==> src/rtl/systolic_pkg.sv <==
// Shared types and helpers for the output-stationary systolic multiplier.
//
// Contents:
//   q4_4_t      signed 8-bit operand / result (4 integer, 4 fraction bits)
//   prod_t      signed 16-bit product of two Q4.4 values (Q8.8)
//   state_t     controller states: idle, streaming operands, publishing result
//   FRAC_BITS   fraction bits of the Q4.4 format
//   acc_w()     accumulator width that holds N Q8.8 products without overflow
//   sat_q4_4()  rescale an accumulator to Q4.4, rounding toward -inf, saturating
package systolic_pkg;

    typedef logic signed [7:0]  q4_4_t;
    typedef logic signed [15:0] prod_t;

    typedef enum logic [1:0] {
        ST_IDLE,
        ST_RUN,
        ST_DONE
    } state_t;

    localparam int FRAC_BITS = 4;

    // One guard bit beyond log2(N) keeps the sum of N full-scale products
    // exact, including the most negative corner.
    function automatic int acc_w(input int n);
        return 16 + $clog2(n) + 1;
    endfunction

    // The accumulator arrives sign-extended to 32 bits. The arithmetic shift
    // drops the extra fraction bits with floor semantics; the clamp then maps
    // anything outside the 8-bit range onto the nearest representable value.
    function automatic q4_4_t sat_q4_4(input logic signed [31:0] acc);
        logic signed [31:0] shifted;
        shifted = acc >>> FRAC_BITS;
        if (shifted > 32'sd127) begin
            return 8'sh7F;
        end else if (shifted < -32'sd128) begin
            return 8'sh80;
        end else begin
            return q4_4_t'(shifted[7:0]);
        end
    endfunction

endpackage

==> src/rtl/systolic_array_pe.sv <==
// One processing element of the output-stationary grid.
//
// Ports:
//   clock, reset   rising-edge clock, synchronous active-high reset
//   a_in, b_in     operands arriving from the left / top neighbour (Q4.4)
//   clr            start of a new job: zero accumulator and forwarding registers
//   en             job is streaming: accumulate and forward operands
//   a_out, b_out   registered copies of a_in / b_in for the right / lower neighbour
//   acc            running sum of a_in*b_in in Q8.8, ACC_W bits signed
module systolic_pe
    import systolic_pkg::*;
#(
    parameter int ACC_W = 19
) (
    input  logic                    clock,
    input  logic                    reset,
    input  q4_4_t                   a_in,
    input  q4_4_t                   b_in,
    input  logic                    clr,
    input  logic                    en,
    output q4_4_t                   a_out,
    output q4_4_t                   b_out,
    output logic signed [ACC_W-1:0] acc
);

    prod_t prod;

    assign prod = a_in * b_in;

    // Operands move one hop per cycle while the job streams. Idle slots carry
    // zeros, so accumulating on every enabled cycle adds nothing outside the
    // slots that hold real matrix elements.
    always_ff @(posedge clock) begin
        if (reset || clr) begin
            a_out <= '0;
            b_out <= '0;
            acc   <= '0;
        end else if (en) begin
            a_out <= a_in;
            b_out <= b_in;
            acc   <= acc + ACC_W'(prod);
        end
    end

endmodule

==> src/rtl/top_systolic_array.sv <==
// NxN output-stationary systolic matrix multiplier, C = A x B, signed Q4.4.
//
// Ports:
//   i_clk          clock, all logic on the rising edge
//   i_arst         synchronous active-high reset
//   i_a            matrix A, A(i,k) = i_a[i][k]
//   i_b            matrix B, B(k,j) = i_b[k][j]
//   i_validInput   start pulse; i_a / i_b captured on the same edge (from idle only)
//   o_c            result C(i,j) = o_c[i][j], held until the next result or reset
//   o_validResult  one-cycle pulse marking a fresh o_c
module top_systolic_array
    import systolic_pkg::*;
#(
    parameter int N = 4
) (
    input  logic                         i_clk,
    input  logic                         i_arst,
    input  logic [N-1:0][N-1:0][7:0]     i_a,
    input  logic [N-1:0][N-1:0][7:0]     i_b,
    input  logic                         i_validInput,
    output logic [N-1:0][N-1:0][7:0]     o_c,
    output logic                         o_validResult
);

    localparam int ACC_W = acc_w(N);
    localparam int SKEW  = 2 * N - 1;
    localparam int CNT_W = $clog2(3 * N);

    state_t            state_q;
    state_t            state_d;
    logic [CNT_W-1:0]  count_q;
    logic              start;
    logic              run_en;
    logic              publish;

    logic [7:0] a_skew [N][SKEW];
    logic [7:0] b_skew [N][SKEW];

    q4_4_t                   a_pe   [N][N];
    q4_4_t                   b_pe   [N][N];
    q4_4_t                   a_fwd  [N][N];
    q4_4_t                   b_fwd  [N][N];
    logic signed [ACC_W-1:0] acc_grid [N][N];
    logic                    unused_edge_data;

    // State register and run counter. The counter restarts on the accepting
    // edge so that counter value c is the c-th streaming cycle of the job.
    always_ff @(posedge i_clk) begin
        if (i_arst) begin
            state_q <= ST_IDLE;
            count_q <= '0;
        end else begin
            state_q <= state_d;
            if (start) begin
                count_q <= '0;
            end else if (run_en) begin
                count_q <= count_q + CNT_W'(1);
            end
        end
    end

    // Next-state logic. Start requests are only honoured from idle, so a job
    // in flight can never be disturbed and nothing is queued.
    always_comb begin
        state_d = state_q;
        start   = 1'b0;
        run_en  = 1'b0;
        publish = 1'b0;
        case (state_q)
            ST_IDLE: begin
                if (i_validInput) begin
                    start   = 1'b1;
                    state_d = ST_RUN;
                end
            end
            ST_RUN: begin
                run_en = 1'b1;
                if (count_q == CNT_W'(3 * N - 2)) begin
                    state_d = ST_DONE;
                end
            end
            ST_DONE: begin
                publish = 1'b1;
                state_d = ST_IDLE;
            end
            default: begin
                state_d = ST_IDLE;
            end
        endcase
    end

    // Skew lines double as the input buffers. On the accepting edge row i of A
    // is laid out starting at slot i, with zeros around it; column j of B
    // likewise at slot j. Each streaming cycle shifts one slot toward slot 0,
    // which feeds the grid edge, so A(i,k) reaches PE(i,0) at counter i+k and
    // B(k,j) reaches PE(0,j) at counter j+k.
    always_ff @(posedge i_clk) begin
        if (i_arst) begin
            for (int r = 0; r < N; r++) begin
                for (int m = 0; m < SKEW; m++) begin
                    a_skew[r][m] <= '0;
                    b_skew[r][m] <= '0;
                end
            end
        end else if (start) begin
            for (int r = 0; r < N; r++) begin
                for (int m = 0; m < SKEW; m++) begin
                    a_skew[r][m] <= '0;
                    b_skew[r][m] <= '0;
                end
                for (int k = 0; k < N; k++) begin
                    a_skew[r][r + k] <= i_a[r][k];
                    b_skew[r][r + k] <= i_b[k][r];
                end
            end
        end else if (run_en) begin
            for (int r = 0; r < N; r++) begin
                for (int m = 0; m < SKEW - 1; m++) begin
                    a_skew[r][m] <= a_skew[r][m + 1];
                    b_skew[r][m] <= b_skew[r][m + 1];
                end
                a_skew[r][SKEW - 1] <= '0;
                b_skew[r][SKEW - 1] <= '0;
            end
        end
    end

    // PE grid: A flows rightward, B flows downward, one register per hop.
    for (genvar i = 0; i < N; i++) begin : g_row
        for (genvar j = 0; j < N; j++) begin : g_col
            if (j == 0) begin : g_a_edge
                assign a_pe[i][j] = a_skew[i][0];
            end else begin : g_a_link
                assign a_pe[i][j] = a_fwd[i][j - 1];
            end
            if (i == 0) begin : g_b_edge
                assign b_pe[i][j] = b_skew[j][0];
            end else begin : g_b_link
                assign b_pe[i][j] = b_fwd[i - 1][j];
            end

            systolic_pe #(
                .ACC_W (ACC_W)
            ) u_pe (
                .clock (i_clk),
                .reset (i_arst),
                .a_in  (a_pe[i][j]),
                .b_in  (b_pe[i][j]),
                .clr   (start),
                .en    (run_en),
                .a_out (a_fwd[i][j]),
                .b_out (b_fwd[i][j]),
                .acc   (acc_grid[i][j])
            );
        end
    end

    // The right column's A outputs and bottom row's B outputs leave the grid
    // and are intentionally discarded.
    always_comb begin
        unused_edge_data = 1'b0;
        for (int r = 0; r < N; r++) begin
            unused_edge_data = unused_edge_data ^ (^a_fwd[r][N - 1]) ^ (^b_fwd[N - 1][r]);
        end
    end

    // Result register: rescaled, saturated results are captured once per job
    // and then held, so o_c stays stable between pulses.
    always_ff @(posedge i_clk) begin
        if (i_arst) begin
            o_c           <= '0;
            o_validResult <= 1'b0;
        end else begin
            o_validResult <= publish;
            if (publish) begin
                for (int r = 0; r < N; r++) begin
                    for (int c = 0; c < N; c++) begin
                        o_c[r][c] <= sat_q4_4(32'(acc_grid[r][c]));
                    end
                end
            end
        end
    end

endmodule

==> config.mk <==
export PLATFORM = sky130hd
export DESIGN_NAME = top_systolic_array
export DESIGN_NICKNAME = d
export VERILOG_FILES = /design/src/rtl/systolic_pkg.sv /design/src/rtl/systolic_array_pe.sv /design/src/rtl/top_systolic_array.sv
export SDC_FILE = /design/constraint.sdc
export NUM_CORES = 2
export LEC_CHECK = 0
export ABC_AREA = 1
export ABC_CLOCK_PERIOD_IN_PS = 6300
export BUFFER_PORTS_ARGS = -buffer_cell sky130_fd_sc_hd__buf_2
export CORE_ASPECT_RATIO = 1.75
export CORE_UTILIZATION = 56
export CTS_CLUSTER_SIZE = 14
export DETAILED_ROUTE_END_ITERATION = 10
export PLACE_DENSITY = 0.83
export SLEW_MARGIN = 20
export SYNTH_ARGS = -nofsm -noshare
export SYNTH_HDL_FRONTEND = slang
export SYNTH_SLANG_ARGS = --single-unit
==> constraint.sdc <==
create_clock -name i_clk -period 6.3 [get_ports i_clk]
set_input_delay 1.26 -clock i_clk [delete_from_list [all_inputs] [get_ports i_clk]]
set_output_delay 1.26 -clock i_clk [all_outputs]
set_load 0.005 [all_outputs]
---- Word-level counts from Yosys, hierarchy flattened ----
Memories as Yosys holds them, arrays and structs flattened.
Index checks and enable logic that the tools add are counted.
operators by class
  add/sub/neg operators ................... 17
  $mul .................................... 16
  magnitude comparators ................... 32
  equality and inequality tests ........... 5
  muxes and demuxes ....................... 192
  bitwise operators ....................... 144
  reductions and logical operators ........ 4
operators by type and width
  cell                   number
  $mux W8                176
  $add A19 B16 Y19       16
  $mul A8 B8 Y16         16
  $gt A15 B8 Y1 const B  16
  $lt A15 B8 Y1 const B  16
  $or A1 B1 Y1           144
  $mux W1                13
  $add A4 B1 Y4 const B  1
  $eq A4 B4 Y1 const B   1
  $mux W2                2
  $ne A2 B2 Y1 const B   2
  $pmux W2 S2            1
  $eq A2 B1 Y1 const B   1
  $eq A2 B2 Y1 const B   1
  $logic_not A2 Y1       1
  $reduce_and A2 Y1      1
  $reduce_or A2 Y1       1
  $logic_or A1 B1 Y1     1
storage, ports and cells
  bits in registers ....................... 631
  bits in writable memories ............... 448
  bits of input ports ..................... 259
  memories kept ........................... 2
memories
  memory  depth  bits a word  read ports  clocked after memory_dff  write ports  RTL line                  RTL
  a_skew  4      56           4           0                         4            top_systolic_array.sv:36  logic [7:0] a_skew [N][SKEW];
  b_skew  4      56           4           0                         4            top_systolic_array.sv:37  logic [7:0] b_skew [N][SKEW];

---- Depth between registers and ports, before layout ----
  depth after elaboration ................. 8
  mapped depth ............................ 25
  mapped depth without buffers ............ 24

---- By module ----
From an unflattened synthesis, not the netlist that was laid out.
unflattened totals
  cell total of the unflattened synthesis .. 12,277
  area, all modules ....................... 99,096.3 µm²
modules (own cells, without submodules)
  module                                     instances  cells each  area each (µm²)
  systolic_pe at g_row[0].g_col[0].u_pe ...  8          642         4,926.0
  top_systolic_array                         1          1,985       20,228.2
  systolic_pe at g_row[3].g_col[0].u_pe ...  2          648         4,944.7
  systolic_pe at g_row[2].g_col[1].u_pe ...  2          645         4,928.5
  systolic_pe at g_row[2].g_col[0].u_pe      1          647         4,971.0
  systolic_pe at g_row[3].g_col[2].u_pe      1          643         4,923.5
  systolic_pe at g_row[3].g_col[3].u_pe      1          641         4,919.7
  systolic_pe at g_row[2].g_col[3].u_pe      1          639         4,899.7

---- Least setup slack after synthesis ----
Ideal clock, no wire load.
  kind .................................... input port to flip-flop
  start point ............................. in i_validInput
  end point ............................... mem a_skew[0][100] in the netlist's numbering, enable pin
  arrival ................................. 5.962 ns
  data required time ...................... 5.747 ns
  path slack .............................. -0.215 ns
  stages on the path ...................... 7
  cell sequence ........................... clkbuf_1 a21oi_2 inv_2 nor2_4 inv_2 buf_2 buf_2
RTL lines
  element             RTL line                  RTL
  start: declaration  top_systolic_array.sv:20  input logic i_validInput,
  end: declaration    top_systolic_array.sv:36

---- Worst setup path after layout ----
  start point ............................. reg g_row[1].g_col[3].u_pe.b_out[0]
  end point ............................... reg g_row[2].g_col[3].u_pe.acc[14]
on the way
  longest elaborated chain between the ends .. 2
RTL lines
  element                   RTL line                 RTL
  start: declaration        systolic_array_pe.sv:22  output q4_4_t b_out,
  start signal: assignment  systolic_array_pe.sv:40  b_out <= b_in;
  $mul A8 B8 Y16            systolic_array_pe.sv:28  assign prod = a_in * b_in;
  $add A19 B16 Y19          systolic_array_pe.sv:41  acc <= acc + ACC_W'(prod);
  end signal: assignment    systolic_array_pe.sv:41
  end: declaration          systolic_array_pe.sv:23  output logic signed [ACC_W-1:0] acc
Every way passes these cells.
A chain may end at the register's enable or synchronous reset.

==> flow_summary.yaml <==
synth:
  synth_area_leaders: "fa_1 28%, dfxtp_1 14%, inv_1 12%"
  synth_warnings: 0
  ys_ff_latch: 983
  syn_inst: 11701
  synth_seq_area_share_pct: 24.3
  synth_area_leader_cell: "fa_1"
  avgSynthCellArea_um2: 8.10
  synth_cell_types: 38
  syn_nets: 14010
  syn_area_mm2: 0.0948
  yosys.area.top_type_share_pct: 28.4
cts:
  post-cts-setup-buffers: 0
  cts_buffers: 98
  cts_resized: 0
  cts_num_sinks: 983
  clock_latency_ns: 0.76
  cts_max_level: 3
  clockBufferDepth: 3
  clk_pin_slew_ns: 0.07
  clock-root-buffer: "clkbuf_16"
  cts_tree: "done"
  post_cts_hold_buffer_count: 0
timing:
  rsz0062_at_grt: "no"
  worst_hold_slack_ns: 0.454
  tightest_slew_ns: 1.12
  layout_min_cycle_time_ns: 5.15
  relSlewSlack_pct: 25.0
  clock_skew_ns: 0.0863
  fmax_mhz: 194
  finalCritPeriodShare_pct: 81.8
  finalHoldViolations: 0
  setup_tns_ns: 0
  drv_slew: 0
  setup_violations: 0
power:
  power_density_mw_per_mm2: 172
  leakage_uw: 0.0575
  peakVddDrop_mv: 0.287
floorplan:
  fp.dieW_um: 313
  start_util_pct: 56.4
  ioPinCount: 388
  design.die.area_mm2: 0.171
  die_h_um: 546
  coreArea_mm2: 0.168
  rows: 199
grt:
  grt-ovfl-total: 0
  busiest_layer: "met2"
  met3_usage_pct: 5.10
  grt_pass1_vias: 78739
  grt_pass1_wl_um: 404000
  grt_max_degree: 193
  met1_usage_pct: 31.1
  grt_usage_pct: 30.0
  antenna_found_initial: 11
  use_met2_pct: 54.5
cells_and_area:
  post_route_cells_drive_above_1_share_pct: 5.24
  layout_commonest_cell: "inv_1"
  fillCellCount: 14178
  ff_latch_area_mm2: 0.0230
  finalNetCount: 14074
  synthToLayoutAreaGrowth_pct: 7.17
  multi_input_area_mm2: 0.0585
  mostFrequentLayoutCells: "3,037 x inv_1, 2,727 x nand2_1, 1,344 x fa_1, 706 x ha_1, 647 x dfxtp_1"
setup_path:
  start_kind: "register"
  cpPeakStageDelay_ns: 0.56
  arrival_ns: 5.75
  crit_type: "reg2reg"
  cp_cell_sequence: "nand2_1 -> inv_1 -> fa_1 -> fa_1 -> fa_1 -> inv_1 -> fa_1 -> inv_1 -> ha_1 -> ha_1 -> nand2_1 -> nor2_1 -> nand3_1 -> nand4_1 -> nand3_1 -> o211ai_1 -> inv_1"
  required_ns: 6.90
  slowest_stage: "fa_1"
  cp-end-kind: "register"
  crit_fanout: 11
place:
  io_buffers: 387
  hpwl_um: 199000
  gp_congestion: 0.982
worst_hold_path:
  hold_path.class: "reg2reg"
route:
  wl_um: 252000
  first_pass_iters: 7
  drtIter0Drc: 4625
  ant_nets: 0
  viasPerCell: 5.28
  num_vias: 74311
  drc: 0
  wl_per_cell_um: 17.9
status:
  status: "complete, no violations"
run:
  cap_violations: 0
==> power by group <==
part           switching [µW]  total [µW]  internal [µW]
clock                    2850        6410           3560
combinational            2330        3590           1260
sequential                440        7420           6980
==> critical path, delay by kind of cell, from the launching register on <==
kind	cells	cell delay (ns)
compound gates	1	0.10
fa+ha+maj	6	2.73
buf+inv	4	0.67
flops	1	0.51
simple gates	6	0.97
==> cells in the mapped netlist <==
master and instances:
nor2_1 554, clkbuf_1 346, clkbuf_2 1, or2_2 26, nor2_4 2, fa_1 1344
inv_1 3038, nor2_2 1, nand3_1 337, o32ai_1 9, o31ai_1 7, clkinv_1 16
a21oi_1 500, buf_4 1, o22ai_1 114, a21o_1 2, a22o_1 16, o21bai_1 16
a21oi_2 1, nand2_1 2729, o21ai_1 143, o211ai_1 4, ha_1 706, a31o_2 3
nand4_1 53, buf_1 33, nand3b_1 14, dfxtp_1 647, inv_2 4, and2_1 26
xnor2_1 42, edfxtp_1 336, o21a_1 16, a31oi_1 2, xor2_1 86, buf_2 78
o21ai_0 429, nor3_1 19
==> flip-flops by register name, indices dropped and copies added (netlist names) <==
signal                  cells
state_q                     2
o_c                       128
a_skew                    176
g_row.g_col.u_pe.b_out     96
o_validResult               1
b_skew                    176
g_row.g_col.u_pe.a_out     96
count_q                     4
g_row.g_col.u_pe.acc      304
==> final cells by class <==
class	instances	area share [%]
diodes	2	0.00493
clock buffers	135	2.71
clock inverters	49	0.669
inverters	3058	11.3
multi-input cells	7201	57.6
flip-flops and latches	983	22.7
well taps	2211	2.72
repair buffers	423	2.33
==> metrics by stage <==
stage          total power [µW]  util [%]  instances  cell area [µm²]  setup slack (ns)
2_1_floorplan              9960         -      11701            94800              1.57
3_3_place_gp              11000      58.4      13876            98100              1.29
3_5_place_dp              11100      58.4      13876            98100              1.20
4_1_cts                   17500      60.4      14060           102000              1.17
5_1_grt                   18200      60.4      14062           102000             0.784
6_report                  17400      60.4      14062           102000              1.15
==> logic make-up after synthesis <==
family | synth area share (%)
AOI/OAI and AO/OA | 7.05
xor gates and xnor gates | 1.18
adders and majority gates | 37.7
buffers and inverters | 14.0
DFF | 24.3
and+or+nand+nor | 15.7
==> per-layer routing <==
metal  wire [µm]  share of wire [%]
met3       16700                6.6
met2      129000                 51
met5          57              0.023
met1       85600                 34
met4       20700                8.2
==> path summary, 6_finish.rpt <==
path	from	to	slack, ns	cells past startpoint
max	g_row[1].g_col[3].u_pe.b_out[0]	g_row[2].g_col[3].u_pe.acc[14]	1.15	17
min	g_row[1].g_col[3].u_pe.acc[5]	g_row[1].g_col[3].u_pe.acc[5]	0.45	2
max reg2reg	g_row[1].g_col[3].u_pe.b_out[0]	g_row[2].g_col[3].u_pe.acc[14]	1.15	17
min reg2reg	g_row[1].g_col[3].u_pe.acc[5]	g_row[1].g_col[3].u_pe.acc[5]	0.45	2
Note: power is estimated with default switching activity, not from simulation.
